$ cat config.mk
export PLATFORM = sky130hd
export DESIGN_NAME = vpe_bias_sched
export DESIGN_NICKNAME = d
export VERILOG_FILES = /design/src/rtl/vpe_bias_sched.sv
export SDC_FILE = /design/constraint.sdc
export NUM_CORES = 2
export LEC_CHECK = 0
export ABC_AREA = 0
export BUFFER_PORTS_ARGS = -buffer_cell sky130_fd_sc_hd__buf_2
export CORE_UTILIZATION = 30
export CTS_CLUSTER_DIAMETER = 150
export DETAILED_ROUTE_END_ITERATION = 16
export PLACE_DENSITY = 0.55
export SLEW_MARGIN = 20
export SYNTH_ARGS = -nofsm -noshare
export SYNTH_HDL_FRONTEND = slang
export SYNTH_SLANG_ARGS = --single-unit
export TNS_END_PERCENT = 10
$ cat constraint.sdc
create_clock -name clk -period 4.7 [get_ports clk]
set_input_delay 0.47 -clock clk [delete_from_list [all_inputs] [get_ports clk]]
set_output_delay 0.47 -clock clk [all_outputs]
set_load 0.005 [all_outputs]
$ cat src/rtl/vpe_bias_sched.sv
// Bias scheduler for the VPE bias adder: holds the bias table, pairs each accepted
// activation vector with its bias entry and issues it to the adder in one registered beat.
//
//  state | meaning
//  IDLE  | waiting for a start; bias table writable
//  RUN   | accepting activations, one beat issued per accept
//  DRAIN | all vectors issued, waiting for the adder completions
module vpe_bias_sched #(
    parameter int BIAS_DEPTH = 16,
    parameter int PTR_W      = 4
) (
    input  logic             clk,
    input  logic             rst_n,
    input  logic             i_bias_wr_en,
    input  logic [PTR_W-1:0] i_bias_wr_addr,
    input  logic [63:0]      i_bias_wr_data,
    input  logic             i_cfg_start,
    input  logic [PTR_W-1:0] i_cfg_bias_base,
    input  logic [PTR_W:0]   i_cfg_bias_len,
    input  logic [15:0]      i_cfg_vec_cnt,
    input  logic             i_cfg_en_relu,
    input  logic [4:0]       i_cfg_rf_idx,
    input  logic [1:0]       i_cfg_rf_mux,
    input  logic [63:0]      i_act_data,
    input  logic             i_act_v,
    output logic             o_act_rdy,
    output logic [63:0]      o_add_data,
    output logic             o_add_data_v,
    output logic [63:0]      o_add_bias,
    output logic             o_add_en_relu,
    output logic [4:0]       o_add_rf_idx,
    output logic [1:0]       o_add_rf_mux,
    input  logic             i_add_res_v,
    output logic             o_busy,
    output logic             o_done,
    output logic             o_err
);

    typedef enum logic [1:0] {
        ST_IDLE  = 2'd0,
        ST_RUN   = 2'd1,
        ST_DRAIN = 2'd2
    } state_t;

    localparam logic [PTR_W:0] LEN_MAX = (PTR_W+1)'(BIAS_DEPTH);
    localparam logic [PTR_W:0] LEN_ONE = (PTR_W+1)'(1);

    state_t state_q, state_d;

    logic [63:0]      tbl_q [BIAS_DEPTH];
    logic [PTR_W-1:0] base_q;
    logic [PTR_W:0]   len_q;
    logic [15:0]      vec_cnt_q;
    logic             relu_q;
    logic [1:0]       mux_q;
    logic [PTR_W-1:0] offset_q, offset_d;
    logic [4:0]       rf_q;
    logic [15:0]      issue_q;
    logic [15:0]      done_cnt_q, done_cnt_d;

    logic [63:0]      add_data_q;
    logic [63:0]      add_bias_q;
    logic             add_v_q;
    logic             add_relu_q;
    logic [4:0]       add_rf_q;
    logic [1:0]       add_mux_q;
    logic             done_q;
    logic             err_q;

    logic             idle;
    logic             cfg_ok;
    logic             go;
    logic             accept;
    logic             issue_last;
    logic             tbl_we;
    logic [PTR_W-1:0] bias_addr;
    logic [PTR_W:0]   offset_inc;

    assign idle       = (state_q == ST_IDLE);
    assign cfg_ok     = (i_cfg_vec_cnt != 16'd0) && (i_cfg_bias_len != '0) &&
                        (i_cfg_bias_len <= LEN_MAX);
    assign go         = idle && i_cfg_start && cfg_ok;
    assign accept     = (state_q == ST_RUN) && i_act_v;
    assign issue_last = ((issue_q + 16'd1) == vec_cnt_q);
    assign tbl_we     = idle && i_bias_wr_en;
    // Address truncates to PTR_W bits so a period may wrap past the table end.
    assign bias_addr  = base_q + offset_q;
    assign offset_inc = {1'b0, offset_q} + LEN_ONE;
    assign offset_d   = (offset_inc == len_q) ? '0 : offset_inc[PTR_W-1:0];

    always_comb begin
        done_cnt_d = done_cnt_q;
        if (go) begin
            done_cnt_d = '0;
        end else if (!idle && i_add_res_v && (done_cnt_q != vec_cnt_q)) begin
            done_cnt_d = done_cnt_q + 16'd1;
        end
    end

    always_ff @(posedge clk or negedge rst_n) begin
        if (!rst_n) begin
            state_q <= ST_IDLE;
        end else begin
            state_q <= state_d;
        end
    end

    always_comb begin
        state_d = state_q;
        case (state_q)
            ST_IDLE:  if (go) state_d = ST_RUN;
            ST_RUN:   if (accept && issue_last) state_d = ST_DRAIN;
            ST_DRAIN: if (done_cnt_d == vec_cnt_q) state_d = ST_IDLE;
            default:  state_d = ST_IDLE;
        endcase
    end

    always_comb begin
        o_act_rdy = (state_q == ST_RUN);
        o_busy    = !idle;
    end

    always_ff @(posedge clk or negedge rst_n) begin
        if (!rst_n) begin
            for (int i = 0; i < BIAS_DEPTH; i++) tbl_q[i] <= '0;
        end else if (tbl_we) begin
            tbl_q[i_bias_wr_addr] <= i_bias_wr_data;
        end
    end

    always_ff @(posedge clk or negedge rst_n) begin
        if (!rst_n) begin
            base_q     <= '0;
            len_q      <= '0;
            vec_cnt_q  <= '0;
            relu_q     <= 1'b0;
            mux_q      <= '0;
            offset_q   <= '0;
            rf_q       <= '0;
            issue_q    <= '0;
            done_cnt_q <= '0;
            add_data_q <= '0;
            add_bias_q <= '0;
            add_v_q    <= 1'b0;
            add_relu_q <= 1'b0;
            add_rf_q   <= '0;
            add_mux_q  <= '0;
            done_q     <= 1'b0;
            err_q      <= 1'b0;
        end else begin
            done_cnt_q <= done_cnt_d;
            add_v_q    <= accept;
            err_q      <= idle && i_cfg_start && !cfg_ok;
            done_q     <= (state_q == ST_DRAIN) && (done_cnt_d == vec_cnt_q);
            if (go) begin
                base_q    <= i_cfg_bias_base;
                len_q     <= i_cfg_bias_len;
                vec_cnt_q <= i_cfg_vec_cnt;
                relu_q    <= i_cfg_en_relu;
                mux_q     <= i_cfg_rf_mux;
                offset_q  <= '0;
                rf_q      <= i_cfg_rf_idx;
                issue_q   <= '0;
            end
            if (accept) begin
                add_data_q <= i_act_data;
                add_bias_q <= tbl_q[bias_addr];
                add_relu_q <= relu_q;
                add_rf_q   <= rf_q;
                add_mux_q  <= mux_q;
                offset_q   <= offset_d;
                rf_q       <= rf_q + 5'd1;
                issue_q    <= issue_q + 16'd1;
            end
        end
    end

    assign o_add_data    = add_data_q;
    assign o_add_data_v  = add_v_q;
    assign o_add_bias    = add_bias_q;
    assign o_add_en_relu = add_relu_q;
    assign o_add_rf_idx  = add_rf_q;
    assign o_add_rf_mux  = add_mux_q;
    assign o_done        = done_q;
    assign o_err         = err_q;

endmodule

==> results by group <==
Die
  • Top Ports: 312
  • Die Span Y: 431 µm
  • Site row count: 157
  • Core area: 183000 µm²
  • Die area: 186000 µm²
  • Starting Density: 0.302
  • Die width: 431 µm

Placement
  • Pre-CTS WS: 1.41 ns
  • Dpl hpwl: 90.2 mm
  • Port Buf Inserts: 311
  • RePlAce Congestion: 0.793

Worst setup path
  • CP peak stage delay: 0.96 ns
  • Worst Setup SP: offset_q[0]
  • Worst Path Buf+Inv: 3
  • R2R cell count: 10
  • Worst r2r src: offset_q[0]
  • Critical-path cell list: ha_4 > inv_1 > fa_4 > buf_12 > buf_4 > mux4_2 > nand2_1 > nand3_1 > o21ai_0 > o21ai_0
  • Levels on crit path: 10
  • Critical Path AT: 3.93 ns
  • Critical Path Most Common Cell: o21ai_0
  • Crit path kind: reg2reg
  • CP delay by family, top: adder cells
  • Largest fanout on the critical path: 43
  • Crit end category: register
  • CP max stage cell: fa_4
  • Critical Path Start Type: register
  • Critical Path RT: 5.31 ns

Pwr
  • Sw power: 8.83 mW
  • Pleak: 31.7 nW
  • Comb pwr share: 0.212
  • Clock Power Share: 0.381
  • Post-layout power: 28.2 mW
  • PwrDens: 430 nW/µm²
  • Switch share: 0.313
  • VDD IR max: 0.595 mV
  • P_int: 19.4 mW
  • Seq pwr share: 0.407

Clocking
  • Clock root buffer master: clkbuf_16
  • CTS clk-pin slew, worst paths: 0.06 ns
  • CTS sink cnt: 1234
  • CTS tree: built
  • Post-CTS resize count: 0
  • CTS H-tree lvls: 4
  • Setup Fix Bufs, Post-CTS: 0
  • TritonCTS Buffers: 135
  • Max clock buf depth: 3
  • Clk Latency, worst-skew pair: 0.76 ns

Detailed routing
  • Detailed Route Iter0 Violations: 1996
  • Via/cell ratio: 4.94
  • Vias after detailed routing: 34272
  • DRC Markers: 0
  • Post-route antenna net violation count: 0
  • TritonRoute pass-1 iters: 6
  • Avg WL per Cell: 22.2 µm
  • Routed WL: 154 mm

Worst hold path
  • Hold Path Class: in2reg
  • Hold path depth: 3
  • Min-delay src: i_cfg_bias_base[1]

Logic synthesis
  • Netlist cell types: 64
  • Ys Warns: 0
  • Asr flop ratio synth: 1.00
  • Largest area contributor in the netlist: dfrtp_1
  • Syn_nets: 4240
  • Synthesized flop and latch total: 1234
  • Top post-synthesis cells by area: dfrtp_1 56%, mux2_2 21%, mux4_2 10%
  • Mapped Cells: 4061
  • Mapped Area: 55200 µm²
  • Post-synth EDFFs: 0
  • Mean Syn Cell Area: 13.6 µm²
  • Sequential area share after synthesis: 0.559
  • Ys flop type: dfrtp_1
  • Area share of the largest cell type after synthesis: 0.559

Final layout
  • Final net count: 4555
  • Fin util: 0.358
  • Most frequent cells in the layout: 1234 x dfrtp_1, 1015 x mux2_2, 703 x nand2_1, 310 x buf_2, 256 x mux4_2
  • P&R area growth vs syn: 18.6%
  • Commonest non-fill, non-tap cell in the layout: dfrtp_1
  • Seq. cell area: 30900 µm²
  • Layout fillers: 17595
  • Share of cells above drive strength 1: 0.427
  • Multi-input gate area: 23300 µm²

Timing
  • Fmax: 0.301 GHz
  • Final Max Slew Viols: 0
  • Clock Skew: 0.0300 ns
  • Setup-failing EPs final: 0
  • Final worst slack: 1.38 ns
  • RSZ-0062 raised after global routing: no
  • Final Hold Viols: 0
  • Worst Tran Pin Value: 1.08 ns
  • Fin Setup TNS: 0 ns
  • Final critical-path share of the clock period: 0.706
  • Relative slew slack: 0.282
  • Fin crit period: 3.32 ns

Global routing
  • Antenna violations before repair: 32
  • GRT Util Overall: 0.167
  • First-pass GRT wire length: 236 mm
  • Pin count of the biggest net entering global routing: 129
  • Gr ovfl total: 0
  • Vias in the first global route: 35962

Job
  • Max cap viols: 0

Status
  • Status: complete, no violations
## kinds of logic (layout without fill, tap and decap cells)
kind of cell / after synthesis / in the layout / share of synthesized area
buffers and inverters: 332 / 743 / 0.0230
flip-flops: 1234 / 1234 / 0.559
AND/OR/NAND/NOR: 919 / 919 / 0.0694
other: 0 / 5 / 0
adder cells (fa/ha/maj): 8 / 8 / 0.00195
AO/OA/AOI/OAI: 220 / 220 / 0.0221
XOR/XNOR: 66 / 66 / 0.0107
multiplexers: 1282 / 1282 / 0.314
## per-layer routing
metal / vias up / wire (µm) / track usage / part of all wire
li1: 15103 / - / - / -
met1: 18168 / 64800 / 0.207 / 0.42
met2: 717 / 77700 / 0.289 / 0.50
met3: 276 / 5940 / 0.0274 / 0.039
met4: 8 / 5770 / 0.0637 / 0.037
met5: - / 49 / 0 / 0.00032
## cells in the mapped netlist (all sizes together), types with 14 or more instances
library cell,number
xnor2,46
xor2,19
dfrtp,1234
a21oi,14
buf,52
mux2,1024
nand2,710
nor2,39
mux4,256
nand3,88
clkbuf,268
o21ai,169
## stage by stage
| stage | hold WS [ns] | std cells | cell area [µm²] |
|---|---|---|---|
| final | 0.0785 | 6941 | 65500 |
| after global routing | 0.0435 | 6939 | 65500 |
| after CTS | 0.00480 | 6936 | 65500 |
| after detailed placement | 0.453 | 6611 | 60100 |
| after global placement | 0.445 | 6610 | 60100 |
| after floorplan | 0.174 | 4061 | 55200 |
## worst register-to-register path: stages (launching register included)
cell     delay [ns]
dfrtp_1        0.48
ha_4           0.18
inv_1          0.05
fa_4           0.96
buf_12         0.33
buf_4          0.45
mux4_2         0.33
nand2_1        0.08
nand3_1        0.09
o21ai_0        0.13
o21ai_0        0.09
## registers in the layout (all words and copies together), names as in the netlist, 4 cells and up
register,cells
base_q,4
done_cnt_q,16
issue_q,16
len_q,5
o_add_bias,64
o_add_data,64
o_add_rf_idx,5
offset_q,4
rf_q,5
tbl_q,1024
vec_cnt_q,16
## power groups by stage
stage / clock (mW) / combinational (mW) / sequential [mW]
after floorplan: 0 / 3.25 / 11.5
after global placement: 0 / 6.05 / 11.7
after detailed placement: 0 / 6.05 / 11.7
after CTS: 11.0 / 6.13 / 11.5
after global routing: 11.5 / 6.47 / 11.5
final: 10.7 / 5.98 / 11.5
## path summary, 6_finish.rpt
path / to / slack, ns
min: base_q[1] / 0.08
max: o_add_bias[19] / 1.38
min in group asynchronous: tbl_q[523] / 0.36
min reg2reg: o_done / 0.46
max reg2reg: o_add_bias[19] / 1.38
max in group asynchronous: tbl_q[241] / 3.03
## cell type report
| type | count | share of cell area |
|---|---|---|
| sequential | 1234 | 0.471 |
| inverter | 12 | 0.000688 |
| clock inverter | 35 | 0.00785 |
| timing repair buffer | 498 | 0.0574 |
| clock buffer | 198 | 0.0604 |
| tap | 2464 | 0.0471 |
| antenna | 5 | 0.000191 |
| multi-input combinational | 2495 | 0.355 |
## timing repair
item                       4_1_cts  5_1_grt
hold endpoints to repair       196        0
setup endpoints to repair        0        0
hold buffers                    92        0
No activity file was read; power rests on OpenSTA's default activity.
